## src/rtl/sprite_shape_writer.sv

```systemverilog
// Write side of the shared sprite shape RAM: one shape id, then LINES words.
// Define SHAPE_WRITE_VERIFY_EN to read back each line and flag mismatches.
module sprite_shape_writer #(
  parameter int ID_W   = 6,
  parameter int LINES  = 16,
  parameter int DATA_W = 16,
  parameter int ADDR_W = 16
) (
  input  logic              clk,
  input  logic              rst,
  input  logic              cmd_valid,
  output logic              cmd_ready,
  input  logic [ID_W-1:0]   cmd_id,
  input  logic              line_valid,
  output logic              line_ready,
  input  logic [DATA_W-1:0] line_data,
  input  logic              abort,
  output logic              mem_req,
  input  logic              mem_gnt,
  output logic [ADDR_W-1:0] addr_out,
  output logic [DATA_W-1:0] data_out,
  output logic              wren_out,
  input  logic [DATA_W-1:0] data_in,
  output logic              busy,
  output logic              done,
  output logic              error
);

  localparam int LW = $clog2(LINES);

  typedef enum logic [2:0] {
    S_IDLE  = 3'd0,
    S_REQ   = 3'd1,
    S_LOAD  = 3'd2,
    S_WRITE = 3'd3,
`ifdef SHAPE_WRITE_VERIFY_EN
    S_RD    = 3'd5,
    S_CMP   = 3'd6,
`endif
    S_DONE  = 3'd4
  } state_t;

  state_t            state_q, state_d;
  logic [ID_W-1:0]   id_q, id_d;
  logic [LW-1:0]     cnt_q, cnt_d;
  logic [ADDR_W-1:0] addr_q, addr_d;
  logic [DATA_W-1:0] data_q, data_d;
  logic              wren_q, wren_d;
  logic              done_q, done_d;
  logic              req_q, req_d;
  logic              busy_q, busy_d;
  logic [ADDR_W-1:0] base;
  logic              last;

  assign base = ADDR_W'(id_q) << LW;
  assign last = (cnt_q == LW'(LINES - 1));

`ifdef SHAPE_WRITE_VERIFY_EN
  logic err_q, err_d;
`else
  logic unused_data_in;
  assign unused_data_in = ^data_in;
`endif

  always_comb begin
    state_d    = state_q;
    id_d       = id_q;
    cnt_d      = cnt_q;
    addr_d     = addr_q;
    data_d     = data_q;
`ifdef SHAPE_WRITE_VERIFY_EN
    err_d      = err_q;
`endif
    cmd_ready  = (state_q == S_IDLE);
    line_ready = (state_q == S_LOAD) && mem_gnt;

    if (abort && state_q != S_IDLE) begin
      state_d = S_IDLE;
    end else begin
      unique case (state_q)
        S_IDLE: begin
          if (cmd_valid && !abort) begin
            id_d    = cmd_id;
            cnt_d   = '0;
`ifdef SHAPE_WRITE_VERIFY_EN
            err_d   = 1'b0;
`endif
            state_d = S_REQ;
          end
        end
        S_REQ: begin
          if (mem_gnt) state_d = S_LOAD;
        end
        S_LOAD: begin
          if (!mem_gnt) begin
            state_d = S_REQ;
          end else if (line_valid) begin
            addr_d  = base + ADDR_W'(cnt_q);
            data_d  = line_data;
            state_d = S_WRITE;
          end
        end
`ifdef SHAPE_WRITE_VERIFY_EN
        S_WRITE: state_d = S_RD;
        S_RD:    state_d = S_CMP;
        S_CMP: begin
          // read data lands one cycle after the address was held in RD
          if (data_in != data_q) err_d = 1'b1;
          if (last) begin
            state_d = S_DONE;
          end else begin
            cnt_d   = cnt_q + LW'(1);
            state_d = S_LOAD;
          end
        end
`else
        S_WRITE: begin
          if (last) begin
            state_d = S_DONE;
          end else begin
            cnt_d   = cnt_q + LW'(1);
            state_d = S_LOAD;
          end
        end
`endif
        S_DONE:  state_d = S_IDLE;
        default: state_d = S_IDLE;
      endcase
    end

    wren_d = (state_d == S_WRITE);
    done_d = (state_d == S_DONE);
    req_d  = (state_d != S_IDLE);
    busy_d = (state_d != S_IDLE);
  end

  always_ff @(posedge clk) begin
    if (rst) begin
      state_q <= S_IDLE;
      id_q    <= '0;
      cnt_q   <= '0;
      addr_q  <= '0;
      data_q  <= '0;
      wren_q  <= 1'b0;
      done_q  <= 1'b0;
      req_q   <= 1'b0;
      busy_q  <= 1'b0;
`ifdef SHAPE_WRITE_VERIFY_EN
      err_q   <= 1'b0;
`endif
    end else begin
      state_q <= state_d;
      id_q    <= id_d;
      cnt_q   <= cnt_d;
      addr_q  <= addr_d;
      data_q  <= data_d;
      wren_q  <= wren_d;
      done_q  <= done_d;
      req_q   <= req_d;
      busy_q  <= busy_d;
`ifdef SHAPE_WRITE_VERIFY_EN
      err_q   <= err_d;
`endif
    end
  end

  assign mem_req  = req_q;
  assign addr_out = addr_q;
  assign data_out = data_q;
  assign wren_out = wren_q;
  assign busy     = busy_q;
  assign done     = done_q;
`ifdef SHAPE_WRITE_VERIFY_EN
  assign error    = err_q;
`else
  assign error    = 1'b0;
`endif

endmodule

```

## config.mk

```make
export PLATFORM = sky130hd
export DESIGN_NAME = sprite_shape_writer
export DESIGN_NICKNAME = d
export VERILOG_FILES = /design/src/rtl/sprite_shape_writer.sv
export SDC_FILE = /design/constraint.sdc
export NUM_CORES = 1
export LEC_CHECK = 0
export CAP_MARGIN = 20
export CORE_AREA = 2 2 70 72
export DETAILED_ROUTE_END_ITERATION = 16
export DIE_AREA = 0 0 72 74
export PLACE_DENSITY_LB_ADDON = 0.08
export SYNTH_ARGS = -nofsm -noshare
export SYNTH_HDL_FRONTEND = slang
export SYNTH_SLANG_ARGS = --single-unit
```

## constraint.sdc

```tcl
create_clock -name clk -period 3.8 [get_ports clk]
set_input_delay 0.57 -clock clk [delete_from_list [all_inputs] [get_ports clk]]
set_output_delay 0.57 -clock clk [all_outputs]
set_load 0.02 [all_outputs]
```

# Word level (Yosys, flattened, before mapping)
# Index checks and enable logic that the tools add are counted.
[op_classes]
addsub = 2
n_eq_ne = 8
mux = 10
bitwise_logic = 1
n_reduce_logical = 11
[op_table]
columns = ["op", "n"]
rows = [
  ["$mux W3", 6],
  ["$pmux W3 S4", 1],
  ["$add A10 B4 Y11", 1],
  ["$eq A3 B2 Y1 const B", 3],
  ["$mux W4", 2],
  ["$pmux W4 S2", 1],
  ["$reduce_and A4 Y1", 2],
  ["$reduce_bool A3 Y1", 2],
  ["$add A4 B1 Y4 const B", 1],
  ["$eq A4 B4 Y1 const B", 1],
  ["$eq A3 B1 Y1 const B", 1],
  ["$eq A3 B3 Y1 const B", 1],
  ["$logic_and A1 B1 Y1", 3],
  ["$logic_not A3 Y1", 1],
  ["$reduce_and A3 Y1", 1],
  ["$ne A2 B1 Y1 const B", 1],
  ["$ne A2 B2 Y1 const B", 1],
  ["$reduce_bool A2 Y1", 1],
  ["$logic_not A1 Y1", 1],
  ["$not A1 Y1", 1],
]
[totals]
ff_bits = 48
in_bits = 44
output_inout_bits = 39
wordCells = 40

# Longest topological paths before layout
# Gate-level depths: netlist (run 1).
[logic_depth]
word_depth = 6
ltp_mapped = 7
mapped_depth_nobuf = 5

# Worst setup path after synthesis (run 1)
# No wires, ideal clock.
[synth_timing]
path_kind = "input port to output port"
startpoint = "input port mem_gnt"
endpoint = "output port line_ready"
arrival_time_ns = 1.069
path_slack_ns = 2.161
cell_stages = 2
n_path_buf = 0
path_cell_list = "nand2_1 nor3_1"
[synth_via]
elab_chain_cells = 1
[synth_lines]
columns = ["item", "line", "source"]
rows = [
  ["start: declaration", "19", "input logic mem_gnt,"],
  ["$logic_and A1 B1 Y1", "75", "line_ready = (state_q == S_LOAD) && mem_gnt;"],
  ["end: declaration", "15", "output logic line_ready,"],
]
# Every way passes these cells.

# Worst setup path after layout (run 1)
# Same ends and word-level chain as after synthesis.

==> results of run 1 <==
[worst min path at each step]
stage                            from          end  depth (start not counted)
after CTS                     id_q[1]  addr_out[5]                          2
final                         id_q[1]  addr_out[5]                          2
after detailed placement      id_q[1]  addr_out[5]                          2
after global routing      addr_out[5]  addr_out[5]                          2
after global placement        id_q[1]  addr_out[5]                          2
after floorplan               id_q[1]  addr_out[5]                          2
[synthesized netlist by cell type, drive strengths merged, types with 2 or more instances]
library cell  count
mux2i             6
nand3             5
nor4              3
a21oi            31
o21ai             2
clkbuf            6
dfxtp            42
nor3              4
buf              15
nand2            57
xor2              2
inv               2
nor2              8
[metrics by stage]
stage               cell area, sq um  hold WS (ps)
CTS                             2382         455.5
global placement                2272         439.1
global route                    2382         472.1
detailed placement              2272         443.0
finish                          2382         453.3
floorplan                       1815         428.9
[registers in the layout, indices dropped and copies added (netlist names)]
name and flops:
data_out 16, addr_out 10, id_q 6, cnt_q 4, state_q 3, busy 1
done 1, wren_out 1
[power groups by stage]
stage	clock (mW)	combinational, mW	sequential, mW
after floorplan	0	0.0499	0.462
after global placement	0	0.0801	0.464
after detailed placement	0	0.0795	0.464
after CTS	0.357	0.0799	0.453
after global routing	0.373	0.0860	0.454
final	0.342	0.0791	0.453
[metal layers]
layer  vias up  routed length, microns
met5         -                       0
met4         0                      28
met3         2                     241
met2        41                    1671
met1       620                    1651
li1        739                       -
[logic make-up after synthesis]
logic type / count (synthesis)
buf+inv: 23
other cells: 1
xor+xnor: 2
simple gates: 87
fa+ha+maj: 1
compound gates: 35
flops: 42
mux: 6
[area by class of cell]
class / count / share of cell area, %
Clock buffer: 6 / 3.046
Timing Repair Buffer: 59 / 24.58
Inverter: 2 / 0.3151
Clock inverter: 2 / 1.576
Multi-Input combinational cell: 138 / 32.35
Tap cell: 54 / 2.836
Sequential cell: 42 / 35.29
[tightest hold or removal path, cell delays in order, from the launching register on]
cell	delay (ps)
dfxtp_1	310
nand2_1	50
a21oi_1	50
==> summary.txt, run 1 <==
Status
  – Run status: complete, no violations

Setup path
  – Delay-heaviest family, CP: buffers and inverters
  – Worst r2r dst: data_out[15]
  – R2R depth: 4
  – Worst R2R Setup Slack: 1970 ps
  – Crit end category: output port
  – CP max FO: 6
  – CP Depth: 4
  – Crit path cell chain: clkdlybuf4s50_1 > nand2_1 > nor3_1 > clkdlybuf4s50_1
  – WP buf/inv: 2
  – Worst setup startpoint: mem_gnt
  – Worst Path Arrival: approximately 2000 ps
  – Crit-path slowest cell: clkdlybuf4s50_1
  – Required @ worst endpoint: 3230 ps
  – Worst Setup EP: line_ready
  – Crit path largest cell delay: 620 ps
  – Crit start category: input pin
  – Critical path class: input pin to output port
  – Crit path top cell by count: clkdlybuf4s50_1
  – Worst r2r src: state_q[0]

Final layout
  – Multi-input logic area: just under 800 sq um
  – # fillers: roughly 450
  – Commonest non-fill, non-tap cell in the layout: clkdlybuf4s50_1
  – Share of cells above drive strength 1: 12.85%
  – Nets: 293
  – N_diodes: 0
  – Cell Count, Final, Fillers Out: approximately 300
  – Fin util: between 50% and 60%
  – Area growth syn-to-layout: 32.87%
  – Register area: approximately 840 sq um
  – Most frequent cells in the layout: clkdlybuf4s50_1, nand2_1, dfxtp_1

Route
  – DRT Wirelength: about 3600 microns
  – Antenna-violating nets left: 0
  – Vias per cell: 4.627
  – DR pass1 iterations: 4
  – Routed via count: between 1000 and 1500
  – Initial drt markers: 66
  – DRC Markers: 0
  – Routed len/inst: between 10 and 15 microns

CTS
  – CTS buffer count: 5
  – H-Tree Depth: 2
  – Post-CTS sizing: 0
  – Clk sink count: 42
  – CTS max path bufs: 2
  – CTS tree: done
  – Setup bufs post-CTS: 0
  – Clk root buf: clkbuf_8
  – Worst-Skew Late Latency: 290 ps
  – CTS clk-pin slew, worst paths: 80 ps
  – # hold bufs at CTS: 0

Global route
  – GRT Overall Usage: 14.06%
  – Vias in the first global route: approximately 1300
  – GRT met3 Usage: 4.201%
  – Most used routing layer: met2
  – Largest net degree at the start of global routing: 39
  – First-pass GRT wire length: 5809 microns
  – GR Util met1: 17.40%
  – Initial antenna violation count: 0
  – Congestion Overflow GR: 0
  – M2 GR Usage: about 23%

Floorplanning
  – Std cell rows: 25
  – Chip width: between 70 and 80 microns
  – IO Pins: 83
  – Die height: approximately 74 microns
  – Starting Density: about two fifths
  – Core area: around 0.0046 sq mm
  – Die Area: approximately 0.0053 sq mm

Synth
  – Synthesized area: roughly 0.0018 sq mm
  – Ys async rst share: 0%
  – Part of the Yosys area used for sequential elements: a little under half
  – Top FF cell, synth: dfxtp_1
  – XOR/XNOR Fraction of Synth Area: 0.9770%
  – Largest family of logic cells by synthesized area: simple AND/OR/NAND/NOR gates
  – Mux share of post-synthesis cell area: approximately 3.3%
  – Share of the synthesized area in the top cell type: between 40% and 50%
  – Post-Synth Simple-Gate Area: between 20% and 30%
  – Post-synthesis compound-gate area fraction: 12.91%
  – Synth top area cells: dfxtp_1, nand2_1, a21oi_2
  – Syn_area_per_cell: 9.101 sq um
  – Adder-cell share of the synthesized area: less than 1%
  – Register bit count reported by yosys: between 40 and 50
  – Synth area leader: dfxtp_1
  – Post-synth EDFFs: 0
  – Ys Warns: 0
  – Mapped Cells: between 150 and 200
  – Synth cell types: 35

Run
  – Max Cap Viol: 0

Timing
  – Max Freq: approximately 400 MHz
  – Final Cycle Share: approximately 67%
  – Max_slew headroom: 44.69%
  – Setup ws final: between 1000 and 1500 ps
  – Min Clock Period, post-route: roughly 2600 ps
  – Fin. max-slew vios: 0
  – Slew @ Worst Pin: roughly 830 ps
  – RSZ-0062 raised after global routing: false
  – Worst Skew: about 5.9 ps
  – TNS Setup: 0 ps
  – # setup viols final: 0
  – Final Hold Fails: 0

Pwr
  – Clock network power share: roughly two fifths
  – Sequential power share: 51.8%
  – Final Power: between 0.8 and 0.9 mW
  – Design internal power: between 0.6 and 0.7 mW
  – P_leak: between 0.8 and 0.9 nW
  – PD cells: between 300 and 400 mW/mm^2
  – Peak VDD IR: 0.0002895 V
  – Switching Fraction: approximately 22%
  – Comb power frac: under 10%
  – Switching power: between 0.15 and 0.2 mW

Placed design
  – Pre-CTS setup slack: about 1200 ps
  – DP Wirelength: ~2300 microns
  – Number of port buffers: 59
  – Final Wtd Congestion: 0.7365
  – Cells after DPL: around 300

Worst hold path
  – Hold Path Class: register to register
Note: power is estimated with default switching activity, not from simulation.
==> run 2, diff against run 1 <==
==> constraint.sdc (replaced) <==
create_clock -name clk -period 2.6 [get_ports clk]
set_input_delay 0.39 -clock clk [delete_from_list [all_inputs] [get_ports clk]]
set_output_delay 0.39 -clock clk [all_outputs]
set_load 0.02 [all_outputs]
==> summary.txt, run 2 (same netlist as run 1, synthesis figures left out) <==
Final layout
  – Multi-input logic area: 770.7 sq um (unchanged)
  – N_diodes: 0 (unchanged)
  – Nets: 296 (+1.0%)
  – Share of cells above drive strength 1: 13.89% (+1.0 points)
  – Cell Count, Final, Fillers Out: 306 (+0.99%)
  – # fillers: 458 (+2.0%)
  – Most frequent cells in the layout: clkdlybuf4s50_1, nand2_1, dfxtp_1
  – Register area: 840.8 sq um (unchanged)
  – Post-route design area: 0.002386 sq mm (+0.16%)
  – Max reg flops: 16 (unchanged)
  – Commonest non-fill, non-tap cell in the layout: clkdlybuf4s50_1
  – Area growth syn-to-layout: 33.08%

CTS
  – CTS buffer count: 5 (unchanged)
  – Setup bufs post-CTS: 0 (unchanged)
  – Clk sink count: 42 (unchanged)
  – Post-CTS sizing: 0 (unchanged)
  – CTS tree: done
  – # hold bufs at CTS: 0 (unchanged)
  – Worst-Skew Late Latency: 290 ps (about the same)
  – Clk root buf: clkbuf_8
  – H-Tree Depth: 2 (unchanged)
  – CTS max path bufs: 2 (unchanged)
  – CTS clk-pin slew, worst paths: 70 ps (about the same)

Setup path
  – Crit end category: output port
  – Worst Path Arrival: 1820 ps (-170 ps)
  – Worst R2R Setup Slack: 1020 ps (-950 ps)
  – CP max FO: 6 (unchanged)
  – Crit start category: input pin
  – Required @ worst endpoint: 2210 ps (-1020 ps)
  – Critical path class: input pin to output port

Floorplanning
  – Starting Density: 38.99% (unchanged)
  – IO Pins: 83 (unchanged)
  – Std cell rows: 25 (unchanged)
  – Die Area: 0.005328 sq mm (unchanged)
  – Core area: 0.004598 sq mm (unchanged)
  – Chip width: 72 microns (unchanged)
  – Die height: 74 microns (unchanged)

Route
  – DRC Markers: 0 (unchanged)
  – Routed len/inst: 12.13 microns (+2.3%)
  – Initial drt markers: 73 (+11%)
  – DR pass1 iterations: 4 (unchanged)
  – DRT Wirelength: 3711 microns (+3.3%)
  – Routed via count: 1434 (+2.3%)
  – Vias per cell: 4.686 (+1.3%)
  – Antenna-violating nets left: 0 (unchanged)

Placed design
  – Final Wtd Congestion: 0.7304 (-0.83%)
  – Cells after DPL: 298 (+1.0%)
  – Number of port buffers: 59 (unchanged)
  – DP Wirelength: 2441 microns (+4.2%)
  – DP Area: 0.002295 sq mm (+0.99%)

Timing
  – Hold_ws: 454.0 ps (+0.6590 ps)
  – # setup viols final: 0 (unchanged)
  – Min Clock Period, post-route: 2211 ps
  – Slew @ Worst Pin: 587.7 ps (-241.9 ps)
  – Worst Skew: 3.166 ps (-2.703 ps)
  – Max Freq: 452.3 MHz
  – Fin. max-slew vios: 0 (unchanged)
  – Final Cycle Share: a little under nine tenths
  – RSZ-0062 raised after global routing: false
  – TNS Setup: 0 ps (unchanged)
  – Max_slew headroom: 60.82% (+16 points)
  – Final Hold Fails: 0 (unchanged)

Run
  – Max Cap Viol: 0 (unchanged)

Pwr
  – Peak VDD IR: 0.0002116 V (-27%)
  – Final Power: 1.203 mW (+38%)
  – PD cells: 504.3 mW/mm^2 (+37%)
  – P_leak: 0.8501 nW (+1.2%)

Global route
  – Largest net degree at the start of global routing: 28 (-28%)
  – Vias in the first global route: 1307 (+2.3%)
  – Congestion Overflow GR: 0 (unchanged)
  – First-pass GRT wire length: 6030 microns (+3.8%)
  – GRT Overall Usage: 14.45% (+0.39 points)
  – Initial antenna violation count: 0 (unchanged)

Status
  – Run status: complete, no violations

Worst hold path
  – Hold Path Class: register to register
[run 2: area by class of cell]
type                       count  share of cell area (%)
sequential                    42                   35.24
clock buffer                   7                   3.618
inverter                       2                  0.3146
tap                           54                   2.832
multi-input combinational    138                   32.30
clock inverter                 1                  0.2098
timing repair buffer          62                   25.49
[run 2: routing by layer]
layer  share of wire (%)  vias up  global-route usage, %
met2                  46       43                  23.66
met5                   0        -                      0
met3                 4.7        5                  3.252
li1                    -      741                      -
met4                 1.3        0                  5.660
met1                  48      645                  18.74
[run 2: worst paths after layout]
| check | startpoint | end | depth (start not counted) |
|---|---|---|---|
| setup / recovery | mem_gnt | line_ready | 4 |
| hold / removal | data_out[1] | data_out[1] | 2 |
| setup reg to reg | state_q[0] | cnt_q[2] | 5 |
| hold reg to reg | data_out[1] | data_out[1] | 2 |
[run 2: worst max-delay path: stages]
cell and delay, ps:
clkdlybuf4s50_1 590, nand2_1 80, nor3_1 140, clkdlybuf4s50_1 620
[run 2: power by group]
group          total [mW]  switching, mW  internal (mW)
Clock               0.421          0.207          0.214
Sequential          0.663         0.0103          0.653
Combinational       0.119         0.0568         0.0624
Total                1.20          0.274          0.929
[run 2: per-stage QoR]
stage | setup WS (ps) | utilization, %
finish | 389.2 | 51.89
global route | 318.0 | 51.89
CTS | 393.5 | 51.89
detailed placement | 394.4 | 49.90
global placement | 397.2 | 49.90
floorplan | 1178 | -
==> run 3, diff against run 2 <==
--- a/config.mk
+++ b/config.mk
@@ -5,11 +5,13 @@
 export SDC_FILE = /design/constraint.sdc
 export NUM_CORES = 1
 export LEC_CHECK = 0
+export ABC_AREA = 1
 export CAP_MARGIN = 20
-export CORE_AREA = 2 2 70 72
+export CORE_AREA = 2 2 69 71
 export DETAILED_ROUTE_END_ITERATION = 16
-export DIE_AREA = 0 0 72 74
+export DIE_AREA = 0 0 71 73
 export PLACE_DENSITY_LB_ADDON = 0.08
+export REMOVE_ABC_BUFFERS = 1
 export SYNTH_ARGS = -nofsm -noshare
 export SYNTH_HDL_FRONTEND = slang
 export SYNTH_SLANG_ARGS = --single-unit
==> summary.txt, run 3 <==
Status
  – Run status: complete, no violations

Route
  – DRT Wirelength: 3528 microns (-4.9%)
  – DRC Markers: 0 (unchanged)
  – Antenna-violating nets left: 0 (unchanged)
  – Routed len/inst: 10.32 microns (-15%)
  – Routed via count: 1538 (+7.3%)
  – Vias per cell: 4.497 (-4.0%)
  – DR pass1 iterations: 4 (unchanged)
  – Initial drt markers: 87 (+19%)

Timing
  – Fin. max-slew vios: 0 (unchanged)
  – Final Hold Fails: 0 (unchanged)
  – Max Freq: 471.7 MHz (+4.3%)
  – Worst Skew: 3.868 ps (+0.7023 ps)
  – # setup viols final: 0 (unchanged)
  – RSZ-0062 raised after global routing: false
  – TNS Setup: 0 ps (unchanged)
  – Min Clock Period, post-route: 2120 ps (-90.91 ps)
  – Final Cycle Share: 81.53% (-3.5 points)

Run
  – Max Cap Viol: 0 (unchanged)

Final layout
  – Commonest non-fill, non-tap cell in the layout: nor2_1
  – Share of cells above drive strength 1: 6.944% (-6.9 points)
  – Post-route design area: 0.002396 sq mm (+0.42%)
  – N_diodes: 0 (unchanged)
  – Max reg flops: 16 (unchanged)
  – Area growth syn-to-layout: 41.43%
  – Fin util: 52.83% (+0.94 points)
  – Most frequent cells in the layout: nor2_1, clkdlybuf4s50_1, dfxtp_1
  – Nets: 332 (+12%)

Setup path
  – Worst R2R Setup Slack: 1110 ps (+90 ps)
  – Required @ worst endpoint: 2210 ps (about the same)
  – Worst Path Arrival: 1730 ps (-90 ps)
  – Worst Setup EP: line_ready
  – CP max FO: 2 (-4)
  – Crit start category: input pin
  – Worst r2r src: state_q[1]
  – Critical path class: input pin to output port
  – Worst setup startpoint: mem_gnt
  – R2R depth: 7 (+2)
  – Crit end category: output port
  – Worst r2r dst: addr_out[6]

Floorplanning
  – Die height: 73 microns (-1.4%)
  – Starting Density: 37.35% (-1.6 points)
  – Std cell rows: 25 (unchanged)
  – Core area: 0.004536 sq mm (-1.4%)
  – Die Area: 0.005183 sq mm (-2.7%)
  – Chip width: 71 microns (-1.4%)
  – IO Pins: 83 (unchanged)

Synth
  – Synth area leader: dfxtp_1
  – Post-synth EDFFs: 0 (unchanged)
  – Synth top area cells: dfxtp_1, nor2_1, o21ai_0
  – Syn_area_per_cell: 7.430 sq um (-18%)
  – Ys Warns: 0 (unchanged)
  – Mapped Cells: 228 (+16%)
  – Most frequent cells after synthesis: nor2_1, dfxtp_1, nand2_1
  – Most instantiated library cell after synthesis: nor2_1
  – Synthesized area: 0.001694 sq mm (-5.5%)
  – Ys async rst share: 0% (unchanged)
  – Synth cell types: 23 (-34%)
  – Top FF cell, synth: dfxtp_1
  – Part of the Yosys area used for sequential elements: 49.63% (+2.7 points)
  – Register bit count reported by yosys: 42 (unchanged)
  – Share of the synthesized area in the top cell type: 49.63% (+2.7 points)

CTS
  – H-Tree Depth: 2 (unchanged)
  – Clk root buf: clkbuf_8
  – CTS tree: done
  – Clk sink count: 42 (unchanged)
  – Worst-Skew Late Latency: 290 ps (about the same)
  – # hold bufs at CTS: 0 (unchanged)
  – CTS buffer count: 5 (unchanged)
  – Post-CTS sizing: 0 (unchanged)
  – CTS clk-pin slew, worst paths: 80 ps (about the same)
  – CTS max path bufs: 2 (unchanged)
  – Setup bufs post-CTS: 0 (unchanged)

Global route
  – Congestion Overflow GR: 0 (unchanged)
  – Largest net degree at the start of global routing: 34 (+21%)
  – Initial antenna violation count: 0 (unchanged)
  – Vias in the first global route: 1373 (+5.0%)
  – First-pass GRT wire length: 5899 microns (-2.2%)
  – GRT Overall Usage: 14.54% (+0.085 points)

Placed design
  – DP Wirelength: 2510 microns (+2.8%)
  – DP Area: 0.002286 sq mm (-0.38%)
  – Number of port buffers: 59 (unchanged)
  – Final Wtd Congestion: 0.8125 (+11%)

Worst hold path
  – Hold Path Class: register to register

Pwr
  – P_leak: 0.9662 nW (+14%)
  – Final Power: 1.302 mW (+8.2%)
  – PD cells: 543.5 mW/mm^2 (+7.8%)
  – Peak VDD IR: 0.0002844 V (+34%)
==> run 3: metal layers <==
metal  track usage, %  routed length, microns
met1            15.98                    1596
met2            25.34                    1627
met3            4.006                     213
met4            8.176                      91
met5                0                       0
==> run 3: area by class of cell <==
class / instances / area [sq um]
Fill cell: 459 / 2140
Sequential cell: 42 / 840.8
Multi-Input combinational cell: 161 / 709.4
Timing Repair Buffer: 61 / 605.6
Clock buffer: 8 / 110.1
Tap cell: 54 / 67.56
Inverter: 16 / 62.56
==> run 3: logic make-up (layout without fill, tap and decap cells) <==
kind of cell	after synthesis	in the layout	share of synthesized area, %
AOI/OAI and AO/OA	37	37	10.93
adders and majority gates	1	1	0.7384
buffers and inverters	31	85	9.823
DFF	42	42	49.63
other	1	7	0.2214
and+or+nand+nor	116	116	28.66
==> run 3: worst min-delay path by stage <==
| stage | from | endpoint | slack, ps | cells past startpoint |
|---|---|---|---|---|
| 6_report | data_out[13] | data_out[13] | 480 | 2 |
| 5_1_grt | addr_out[1] | addr_out[1] | 510 | 2 |
| 4_1_cts | addr_out[8] | addr_out[8] | 490 | 2 |
| 3_5_place_dp | addr_out[8] | addr_out[8] | 470 | 2 |
| 3_3_place_gp | data_out[8] | data_out[8] | 460 | 2 |
| 2_1_floorplan | rst | cnt_q[1] | 460 | 1 |
==> run 3: worst max-delay path, cell delays in order <==
cell and delay (ps):
clkdlybuf4s50_1 470, inv_1 60, nor2_2 170, clkdlybuf4s50_1 630
==> run 3: through the flow <==
step / hold WS (ps) / instances / worst slack [ps]
final: 481.3 / 342 / 480.1
after global routing: 507.3 / 342 / 427.5
after CTS: 488.3 / 342 / 464.5
after detailed placement: 470.5 / 334 / 464.5
after global placement: 461.3 / 334 / 457.7
after floorplan: 459.1 / 219 / 1133
==> run 3: power by group <==
part           switching [mW]  internal [mW]  leakage, nW
registers             0.00847          0.659        0.340
clock network           0.207          0.268       0.0575
logic                  0.0828         0.0767        0.569
total                   0.298           1.00        0.966
